$ cat config.mk
export PLATFORM = sky130hd
export DESIGN_NAME = mc_ctrl_fsm
export DESIGN_NICKNAME = d
export VERILOG_FILES = /design/src/rtl/riscv_ctrl_pkg.sv /design/src/rtl/mem_wait_timer.sv /design/src/rtl/mc_ctrl_fsm.sv
export SDC_FILE = /design/constraint.sdc
export NUM_CORES = 1
export LEC_CHECK = 0
export BUFFER_PORTS_ARGS = -buffer_cell sky130_fd_sc_hd__buf_2
export CAP_MARGIN = 25
export CORE_UTILIZATION = 45
export DETAILED_ROUTE_END_ITERATION = 16
export GPL_TIMING_DRIVEN = 0
export PLACE_DENSITY = 0.69
export SYNTH_ARGS = -nofsm -noshare
export SYNTH_HDL_FRONTEND = slang
export SYNTH_SLANG_ARGS = --single-unit
$ cat constraint.sdc
create_clock -name clk -period 4.6 [get_ports clk]
set_clock_uncertainty 0.05 [all_clocks]
set_input_delay 0.46 -clock clk [delete_from_list [all_inputs] [get_ports clk]]
set_output_delay 0.46 -clock clk [all_outputs]
set_load 0.1 [all_outputs]
$ cat src/rtl/riscv_ctrl_pkg.sv
// Shared encodings for the multicycle RV32I control path: opcodes, FSM states,
// ALU operation classes, datapath mux selects and trap causes.
package riscv_ctrl_pkg;

    localparam logic [6:0] OP_LOAD   = 7'b0000011;
    localparam logic [6:0] OP_STORE  = 7'b0100011;
    localparam logic [6:0] OP_RTYPE  = 7'b0110011;
    localparam logic [6:0] OP_ITYPE  = 7'b0010011;
    localparam logic [6:0] OP_BRANCH = 7'b1100011;
    localparam logic [6:0] OP_JAL    = 7'b1101111;

    typedef enum logic [3:0] {
        S_RESET,
        S_FETCH,
        S_DECODE,
        S_MEM_ADR,
        S_MEM_READ,
        S_MEM_WB,
        S_MEM_WRITE,
        S_EXEC_R,
        S_EXEC_I,
        S_ALU_WB,
        S_BEQ,
        S_JAL,
        S_TRAP
    } state_t;

    localparam logic [1:0] ALU_ADD   = 2'b00;
    localparam logic [1:0] ALU_SUB   = 2'b01;
    localparam logic [1:0] ALU_FUNCT = 2'b10;

    localparam logic [1:0] SRC_A_PC     = 2'b00;
    localparam logic [1:0] SRC_A_OLD_PC = 2'b01;
    localparam logic [1:0] SRC_A_REG    = 2'b10;

    localparam logic [1:0] SRC_B_REG  = 2'b00;
    localparam logic [1:0] SRC_B_IMM  = 2'b01;
    localparam logic [1:0] SRC_B_FOUR = 2'b10;

    localparam logic [1:0] RES_ALU_OUT = 2'b00;
    localparam logic [1:0] RES_MDR     = 2'b01;
    localparam logic [1:0] RES_ALU     = 2'b10;

    localparam logic [1:0] CAUSE_NONE    = 2'b00;
    localparam logic [1:0] CAUSE_ILLEGAL = 2'b01;
    localparam logic [1:0] CAUSE_TIMEOUT = 2'b10;

    // States that wait on mem_ready and are therefore guarded by the timeout.
    function automatic logic is_mem_state(state_t s);
        return (s == S_FETCH) || (s == S_MEM_READ) || (s == S_MEM_WRITE);
    endfunction

endpackage

$ cat src/rtl/mem_wait_timer.sv
// Wait-state counter for memory accesses; expired flags the last permitted
// waiting cycle so the FSM can trap instead of waiting again.
module mem_wait_timer #(
    parameter int MEM_TIMEOUT = 16
) (
    input  logic clk,
    input  logic rst_n,
    input  logic clear,
    input  logic enable,
    output logic expired
);

    localparam int W = $clog2(MEM_TIMEOUT + 1);

    logic [W-1:0] count;

    always_ff @(posedge clk or negedge rst_n) begin
        if (!rst_n) begin
            count <= '0;
        end else if (clear) begin
            count <= '0;
        end else if (enable) begin
            count <= count + 1'b1;
        end
    end

    // The increment out of this value would reach MEM_TIMEOUT.
    assign expired = (count == W'(MEM_TIMEOUT - 1));

endmodule

$ cat src/rtl/mc_ctrl_fsm.sv
// Main control FSM for the multicycle RV32I datapath: sequences fetch, decode,
// execute, memory and writeback, and traps on illegal opcodes or bus timeout.
module mc_ctrl_fsm
    import riscv_ctrl_pkg::*;
#(
    parameter int MEM_TIMEOUT = 16
) (
    input  logic       clk,
    input  logic       rst_n,
    input  logic [6:0] opcode,
    input  logic       zero,
    input  logic       mem_ready,
    output logic       mem_req,
    output logic       mem_write,
    output logic       adr_src,
    output logic       ir_write,
    output logic       pc_write,
    output logic       reg_write,
    output logic [1:0] alu_src_a,
    output logic [1:0] alu_src_b,
    output logic [1:0] alu_op,
    output logic [1:0] result_src,
    output logic       instr_done,
    output logic       trap,
    output logic [1:0] trap_cause
);

    state_t     state, next_state;
    logic [1:0] next_cause, cause_q;
    logic       in_mem, timer_expired, timed_out;

    assign in_mem    = is_mem_state(state);
    assign timed_out = in_mem && !mem_ready && timer_expired;

    mem_wait_timer #(.MEM_TIMEOUT(MEM_TIMEOUT)) u_timer (
        .clk     (clk),
        .rst_n   (rst_n),
        .clear   (!in_mem || mem_ready),
        .enable  (in_mem && !mem_ready),
        .expired (timer_expired)
    );

    always_ff @(posedge clk or negedge rst_n) begin
        if (!rst_n) begin
            state <= S_RESET;
        end else begin
            state <= next_state;
        end
    end

    // Cause is captured only on the transition into TRAP and then held.
    always_ff @(posedge clk or negedge rst_n) begin
        if (!rst_n) begin
            cause_q <= CAUSE_NONE;
        end else if (state != S_TRAP && next_state == S_TRAP) begin
            cause_q <= next_cause;
        end
    end

    always_comb begin
        next_state = state;
        next_cause = CAUSE_NONE;
        mem_req    = 1'b0;
        mem_write  = 1'b0;
        adr_src    = 1'b0;
        ir_write   = 1'b0;
        pc_write   = 1'b0;
        reg_write  = 1'b0;
        alu_src_a  = SRC_A_PC;
        alu_src_b  = SRC_B_REG;
        alu_op     = ALU_ADD;
        result_src = RES_ALU_OUT;
        instr_done = 1'b0;

        case (state)
            S_RESET: next_state = S_FETCH;
            S_FETCH: begin
                mem_req    = 1'b1;
                alu_src_b  = SRC_B_FOUR;
                result_src = RES_ALU;
                ir_write   = mem_ready;
                pc_write   = mem_ready;
                if (mem_ready) begin
                    next_state = S_DECODE;
                end else if (timed_out) begin
                    next_state = S_TRAP;
                    next_cause = CAUSE_TIMEOUT;
                end
            end
            S_DECODE: begin
                alu_src_a = SRC_A_OLD_PC;
                alu_src_b = SRC_B_IMM;
                case (opcode)
                    OP_LOAD, OP_STORE: next_state = S_MEM_ADR;
                    OP_RTYPE:          next_state = S_EXEC_R;
                    OP_ITYPE:          next_state = S_EXEC_I;
                    OP_BRANCH:         next_state = S_BEQ;
                    OP_JAL:            next_state = S_JAL;
                    default: begin
                        next_state = S_TRAP;
                        next_cause = CAUSE_ILLEGAL;
                    end
                endcase
            end
            S_MEM_ADR: begin
                alu_src_a  = SRC_A_REG;
                alu_src_b  = SRC_B_IMM;
                next_state = (opcode == OP_LOAD) ? S_MEM_READ : S_MEM_WRITE;
            end
            S_MEM_READ: begin
                mem_req = 1'b1;
                adr_src = 1'b1;
                if (mem_ready) begin
                    next_state = S_MEM_WB;
                end else if (timed_out) begin
                    next_state = S_TRAP;
                    next_cause = CAUSE_TIMEOUT;
                end
            end
            S_MEM_WB: begin
                result_src = RES_MDR;
                reg_write  = 1'b1;
                instr_done = 1'b1;
                next_state = S_FETCH;
            end
            S_MEM_WRITE: begin
                mem_req    = 1'b1;
                mem_write  = 1'b1;
                adr_src    = 1'b1;
                instr_done = mem_ready;
                if (mem_ready) begin
                    next_state = S_FETCH;
                end else if (timed_out) begin
                    next_state = S_TRAP;
                    next_cause = CAUSE_TIMEOUT;
                end
            end
            S_EXEC_R: begin
                alu_src_a  = SRC_A_REG;
                alu_src_b  = SRC_B_REG;
                alu_op     = ALU_FUNCT;
                next_state = S_ALU_WB;
            end
            S_EXEC_I: begin
                alu_src_a  = SRC_A_REG;
                alu_src_b  = SRC_B_IMM;
                alu_op     = ALU_FUNCT;
                next_state = S_ALU_WB;
            end
            S_ALU_WB: begin
                reg_write  = 1'b1;
                instr_done = 1'b1;
                next_state = S_FETCH;
            end
            S_BEQ: begin
                alu_src_a  = SRC_A_REG;
                alu_op     = ALU_SUB;
                pc_write   = zero;
                instr_done = 1'b1;
                next_state = S_FETCH;
            end
            S_JAL: begin
                alu_src_a  = SRC_A_OLD_PC;
                alu_src_b  = SRC_B_FOUR;
                pc_write   = 1'b1;
                next_state = S_ALU_WB;
            end
            S_TRAP:  next_state = S_TRAP;
            default: next_state = S_RESET;
        endcase
    end

    assign trap       = (state == S_TRAP);
    assign trap_cause = cause_q;

endmodule

* After elaboration in Yosys (flattened, before gate mapping)
Cells that the tools add are included.
** Cells by class
- Equal/unequal tests :: 21
- Add/subtract/negate cells :: 1
- Reduce and logical (&&, ||, !) cells :: 23
- Multiplexer cells :: 24
** Operators by type and width (count)
- one-hot mux 4 bit (8 select lines) :: 1
- == test 4 bit, second input constant :: 6
- one-hot mux 2 bit (2 select lines) :: 5
- one-hot mux 4 bit (5 select lines) :: 1
- == test 4 x 3 -> 1 bit, second input constant :: 4
- two-way mux 4 bit :: 4
- == test 7 x 6 -> 1 bit, second input constant :: 2
- == test 7 bit, second input constant :: 2
- OR reduction 2 bit :: 6
- OR reduction 3 bit :: 4
- two-way mux 5 bit :: 2
- == test 4 x 2 -> 1 bit, second input constant :: 2
- OR reduction 4 bit :: 2
- == test 7 x 2 -> 1 bit, second input constant :: 1
- == test 7 x 5 -> 1 bit, second input constant :: 1
- two-way mux 1 bit :: 6
- two-way mux 2 bit :: 3
- OR reduction 6 bit :: 1
- adder 5 x 1 -> 5 bit, second input constant :: 1
- == test 5 x 4 -> 1 bit, second input constant :: 1
- == test 4 x 1 -> 1 bit, second input constant :: 1
- zero test 4 bit :: 1
- != test 4 bit, second input constant :: 1
- logical AND 1 bit :: 3
- 5 further kinds :: 8
** Storage, ports and cells
- Flip-flop bits (word level) :: 11

* Longest topological paths before layout
Gate-level depths: netlist of run 1.
- Word-level depth :: 10
- Mapped depth :: 9

* Modules after synthesis
A second synthesis of run 1 with hierarchy kept.
** Second synthesis, totals
- Cells, all modules :: 112
- Area, all modules :: 897.1 um^2
** Modules (own cells, without submodules)
- mc_ctrl_fsm :: instances 1, cells an instance 89, area an instance 626.9 um^2
- mem_wait_timer :: instances 1, cells an instance 23, area an instance 270.3 um^2

* Least setup slack after synthesis of run 1
No wires, ideal clock.
- Kind :: register -> output
- Start point :: reg state[3]
- End point :: out ir_write
- Cell stages (with the launch flop) :: 4
- Data arrival time :: 3.643 ns
- Path slack :: 0.447 ns
- Required time :: 4.090 ns
- Path buffers :: 2
- Cell sequence :: dfrtp_1 > buf_4 > clkbuf_1 > nor4_1
** Between the ends
- Cells in the longest elaborated chain, start to end :: 2
** Ends and longest elaborated chain
- start: declaration :: RTL line mc_ctrl_fsm.sv:28 : state_t state, next_state;
- start signal: assignment :: RTL line mc_ctrl_fsm.sv:47 : state <= next_state;
- == test 4 x 1 -> 1 bit :: RTL line mc_ctrl_fsm.sv:75 : case (state)
- two-way mux 1 bit :: RTL line mc_ctrl_fsm.sv:75
- end: declaration :: RTL line mc_ctrl_fsm.sv:16 : output logic ir_write,
No other way between the ends.

* Worst setup path after layout of run 1
- Start point :: reg state[3]
- End point :: out pc_write
** Between the ends
- Cells in the longest elaborated chain, start to end :: 2
- Elaborated cells between the ends (all ways) :: 4
** Ends and longest elaborated chain
- == test 4 bit / == test 4 x 1 -> 1 bit (equally long branches) :: RTL line mc_ctrl_fsm.sv:75
- one-hot mux 1 bit (3 select lines) (*) :: RTL line mc_ctrl_fsm.sv:75
- end: declaration :: RTL line mc_ctrl_fsm.sv:17 : output logic pc_write,
Mark *: on every way between the ends. The rest lies on a longest branch, timed or not.

==> run_results.csv, run 1 <==
group,metric,value,unit
status,status,"complete, no violations",
setup_path,cpMaxStageDelayCell,"buf_2",
routing,drc,0,
layout,seqCellArea,275,sq um
synth,synth_most_common_cell,"nor2_1",
setup_path,r2r_end,"trap_cause[1]",
setup_path,crit_start,"state[3]",
clocking,root_buffer,"clkbuf_4",
synth,synthTopCellsByArea,"dfrtp_1 (31%), nor2_1 (8.5%), a21oi_1 (4.0%)",
setup_path,rrSetupSlack,2.29,ns
routing,first_pass_iters,4,
layout,drive_gt1_share,27.5,%
clocking,cts_resized,0,
timing,period_share,55.9,%
synth,synth-edff-count,0,
routing,vias_per_cell,5.43,
floorplanning,die_w,46.3,microns
worst_hold_path,hp-class,"input pin to asynchronous set/reset pin",
synth,yosysWarnings,0,
timing,setup_viol,0,
clocking,cts_num_sinks,11,
global_route,antenna_found_initial,0,
synth,netlist_area,885,sq um
setup_path,cp_data_required_time,4.09,ns
routing,initialDrtViolationCount,24,
synth,synthTopCellsByCount,"nor2_1 (20), dfrtp_1 (11), a21oi_1 (7), nand2_1 (6)",
global_route,grt_pass1_wl,3.23,mm
clocking,post_cts_hold_buffer_count,0,
synth,synth_top_area_share,31.1,%
global_route,grt_use_total,20.9,%
routing,wl_per_cell,12.2,microns
floorplanning,die-height,46.3,microns
layout,nets,156,
global_route,first_global_vias,774,
layout,multi_input_area,556,sq um
routing,vias,906,
global_route,grt_remaining_overflow,0,
placement,gp_congestion,0.904,
routing,wirelength,2.03,mm
setup_path,cp.arrival,2.06,ns
clocking,clk_latency,0.26,ns
synth,ys.flop_type,"dfrtp_1",
clocking,htree_levels,1,
timing,rsz0062_at_grt,"no",
synth,yosysTopAreaCell,"dfrtp_1",
setup_path,rr_worst_depth,9,
setup_path,crit_type,"flop to output pin",
timing,fin_ws,2.03,ns
timing,slew_violations,0,
floorplanning,core,1780,sq um
synth,synth_seq_cells,11,
floorplanning,dieArea,2150,sq um
timing,relSlewSlack,63.8,%
setup_path,worstPathMaxFanout,10,
timing,tns,0,ns
setup_path,critical-path-max-stage-delay,0.44,ns
synth,syn-num-nets,123,
setup_path,critPathCaptureType,"output pin",
clocking,postCtsSetupBuffers,0,
timing,fin_crit,2.57,ns
layout,fillCellCount,166,
layout,num_antenna_cells,0,
floorplanning,num_io_pins,29,
setup_path,r2r-start,"u_timer.count[0]",
timing,max_freq,389,MHz
clocking,cts_buffer_depth,2,
clocking,clk_pin_slew,0.06,ns
synth,seq_area_frac_synth,31.1,%
floorplanning,initial_utilization,49.6,%
clocking,cts_tree,"yes",
flow_run,drv_cap,0,
timing,tightest_slew,0.536,ns
routing,ant_nets,0,
synth,synth.distinct_cells,42,
placement,place_ws,2.29,ns
floorplanning,row_count,15,
timing,hold_viol_final,0,
clocking,cts_buffers,3,
placement,dp_hpwl,1.64,mm
synth,avgSynthCellArea,8.04,sq um
synth,synth_async_sr_flop_share,100,%
synth,syn_inst,110,
setup_path,path_cells,"buf_4, clkbuf_1, or3_1, a21oi_1, buf_2",
setup_path,critPathLaunchType,"flop",
placement,io_buffers,28,
layout,syn2layout_area_growth,22.3,%
global_route,grt_start_max_net_pins,12,
-- state kept, by name, summed over array words and instances, names as in the netlist --
signal	cells
u_timer.count	5
state	4
trap_cause	2
-- cell type report --
cell class              count  area share [%]
plain buffers               6            3.24
clock buffers               4            2.43
inverters                   5            1.73
multi-input cells          88            51.3
flip-flops and latches     11            25.4
well taps                  25            2.89
repair buffers             28            12.9
-- layout by cell type, fill, tap and decap left out, types with 3 or more instances in the layout --
master and instances:
buf_2 29, nor2_1 20, dfrtp_1 11, a21oi_1 7, nand2_1 6, nand2b_1 5
inv_1 5, clkbuf_1 4, nor3_1 4, o21ai_0 4, nand3_1 4, or3_1 3
xor2_1 3, clkbuf_4 3
-- through the flow --
stage               utilization (%)  hold slack [ns]  cells  cell area (sq um)
finish                         60.7          0.00166    167               1080
global route                   60.7           0.0132    167               1080
CTS                            60.7          0.00377    167               1080
detailed placement             59.2            0.285    163               1060
global placement               59.2            0.281    163               1060
floorplan                         -            0.114    110                885
-- per-layer routing --
layer,wire (microns),vias up,global-route usage (%)
li1,-,461,-
met1,942,416,28.1
met2,985,25,34.4
met3,86,4,3.53
met4,19,0,5.29
met5,0,-,0
-- critical path, delay by kind of cell, from the launching register on --
kind,cells,cell delay (ns)
DFF,1,0.39
and+or+nand+nor,1,0.41
AOI/OAI and AO/OA,1,0.15
buffers and inverters,3,0.84
-- cells by family (layout without fill, tap and decap cells) --
group / count (synthesis) / in the layout / share of synthesized area (%)
fa+ha+maj: 2 / 2 / 2.83
xor+xnor: 4 / 4 / 3.96
simple gates: 55 / 55 / 34.4
buf+inv: 11 / 43 / 6.08
compound gates: 27 / 27 / 21.6
flops: 11 / 11 / 31.1
-- how the worst max path moves through the flow --
stage | to | cells after the start
floorplan | ir_write | 3
global placement | trap_cause[1] | 9
detailed placement | trap_cause[1] | 9
CTS | pc_write | 5
global route | pc_write | 5
finish | pc_write | 5
Power of run 1 is left out: the tool's default activity adds up to more than one toggle a clock period on the data nets, which glitch-free logic cannot reach.
==> run 2, diff against run 1 <==
--- a/config.mk
+++ b/config.mk
@@ -7,10 +7,10 @@
 export LEC_CHECK = 0
 export BUFFER_PORTS_ARGS = -buffer_cell sky130_fd_sc_hd__buf_2
 export CAP_MARGIN = 25
-export CORE_UTILIZATION = 45
+export CORE_UTILIZATION = 44
 export DETAILED_ROUTE_END_ITERATION = 16
 export GPL_TIMING_DRIVEN = 0
-export PLACE_DENSITY = 0.69
+export PLACE_DENSITY = 0.71
 export SYNTH_ARGS = -nofsm -noshare
 export SYNTH_HDL_FRONTEND = slang
 export SYNTH_SLANG_ARGS = --single-unit
==> constraint.sdc (replaced) <==
create_clock -name clk -period 2.3 [get_ports clk]
set_clock_uncertainty 0.05 [all_clocks]
set_input_delay 0.23 -clock clk [delete_from_list [all_inputs] [get_ports clk]]
set_output_delay 0.23 -clock clk [all_outputs]
set_load 0.1 [all_outputs]
==> run 2 against run 1 <==
Compared with the run above:
- first-iteration DRC count is 25% lower
- flip-flop and latch count stayed put
- die area is 2.2% higher
- non-clock buffer count is 3 higher
- critical endpoint is now trap_cause[1]
- largest cell class unchanged
==> run_results.csv, run 2 (synthesized netlist as in run 1, its figures left out) <==
group,metric,value,unit
flow_run,drv_cap,0,
floorplanning,row_count,15,
timing,relSlewSlack,63.0,%
clocking,root_buffer,"clkbuf_4",
setup_path,critPathLaunchType,"flop",
setup_path,critical-path-max-stage-delay,0.40,ns
timing,hold_viol_final,0,
floorplanning,initial_utilization,49.1,%
timing,tightest_slew,0.547,ns
routing,first_pass_iters,4,
setup_path,critPathCaptureType,"flop",
routing,initialDrtViolationCount,18,
layout,nets,159,
layout,num_antenna_cells,0,
floorplanning,die-height,46.8,microns
setup_path,crit_type,"flop to flop",
layout,layout_common_cells,"buf_2 (27), nor2_1 (18), dfrtp_1 (11)",
layout,seqCellArea,275,sq um
global_route,antenna_found_initial,0,
routing,ant_nets,0,
timing,slew_violations,0,
clocking,clk_pin_slew,0.07,ns
timing,fin_crit,2.25,ns
timing,setup_viol,0,
setup_path,crit_end,"trap_cause[1]",
setup_path,path_cells,"ha_2, and3_4, ha_4, nor2_1, a32oi_1, o32ai_1, or3b_1, nand4b_4, a22o_1",
setup_path,worstPathMaxFanout,5,
placement,gp_congestion,0.835,
clocking,clk_latency,0.26,ns
routing,wirelength,2.36,mm
routing,vias,947,
worst_hold_path,hp-class,"input pin to asynchronous set/reset pin",
timing,hold_ws,0.315,ns
setup_path,r2r-start,"u_timer.count[1]",
global_route,grt_start_max_net_pins,12,
global_route,grt_remaining_overflow,0,
routing,wl_per_cell,13.9,microns
clocking,cts_tree,"yes",
layout,syn2layout_area_growth,35.1,%
clocking,htree_levels,1,
global_route,grt_pass1_wl,3.42,mm
routing,drc,0,
floorplanning,dieArea,2190,sq um
global_route,first_global_vias,796,
status,status,"complete, no violations",
floorplanning,core,1800,sq um
layout,fillCellCount,176,
clocking,cts_num_sinks,11,
setup_path,r2r_end,"trap_cause[1]",
timing,max_freq,445,MHz
layout,drive_gt1_share,39.3,%
setup_path,cp_data_required_time,2.40,ns
setup_path,rrSetupSlack,0.05,ns
setup_path,cp.arrival,2.35,ns
routing,vias_per_cell,5.57,
floorplanning,num_io_pins,29,
setup_path,cpMaxStageDelayCell,"or3b_1",
layout,top_register,"u_timer.count",
setup_path,rr_worst_depth,9,
global_route,grt_use_total,22.0,%
clocking,cts_buffers,3,
placement,dp_hpwl,1.73,mm
floorplanning,die_w,46.8,microns
clocking,cts_buffer_depth,2,
timing,period_share,97.7,%
placement,io_buffers,28,
layout,multi_input_area,632,sq um
layout,largest_reg_flops,5,
layout,final_common_cell,"buf_2",
setup_path,crit_start,"u_timer.count[1]",
==> run 2: final cells by class <==
cell class,count,share of cell area [%]
Inverter,5,1.57
Sequential cell,11,23.0
Timing Repair Buffer,31,14.6
Buffer,6,3.14
Multi-Input combinational cell,88,52.9
Tap cell,25,2.62
Clock buffer,4,2.20
==> run 2: critical path: cells and delay by family, from the launching register on <==
| family | cells | cell delay [ns] |
|---|---|---|
| and+or+nand+nor | 4 | 0.83 |
| DFF | 1 | 0.36 |
| adders and majority gates | 2 | 0.36 |
| AOI/OAI and AO/OA | 3 | 0.53 |
==> run 2: per-stage QoR <==
step / instance area, sq um / setup WS (ns) / util (%) / std cells / setup TNS [ns]
2_1_floorplan: 938 / -0.482 / - / 110 / -2.22
3_3_place_gp: 1110 / -0.00235 / 61.6 / 163 / -0.00235
3_5_place_dp: 1110 / 0.00335 / 61.6 / 163 / 0
4_1_cts: 1160 / 0.0178 / 64.4 / 168 / 0
5_1_grt: 1190 / -0.0397 / 66.3 / 170 / -0.0397
6_report: 1190 / 0.0519 / 66.3 / 170 / 0
==> run 2: repair_timing <==
item / CTS / global route
setup endpoints to repair: 2 / 6
endpoints found under the hold margin: 11 / 0
buffers inserted: 0 / 2
pin swaps: 0 / 1
gates resized for setup: 3 / 9
hold buffers: 1 / 0
==> run 2: routing by layer <==
layer,global-route usage (%),wire length [microns]
met5,0,0
met4,0,17
met3,5.77,82
met2,40.0,1180
met1,28.1,1080
==> run 2: how the worst min path moves through the flow <==
stage                        to  slack, ns  depth (start not counted)
2_1_floorplan          state[0]      -0.12                          0
3_3_place_gp      trap_cause[0]       0.05                          1
3_5_place_dp      trap_cause[0]       0.05                          1
4_1_cts                state[0]       0.30                          2
5_1_grt        u_timer.count[3]       0.33                          2
6_report          trap_cause[1]       0.31                          2
Power of run 2 is left out for the same reason.
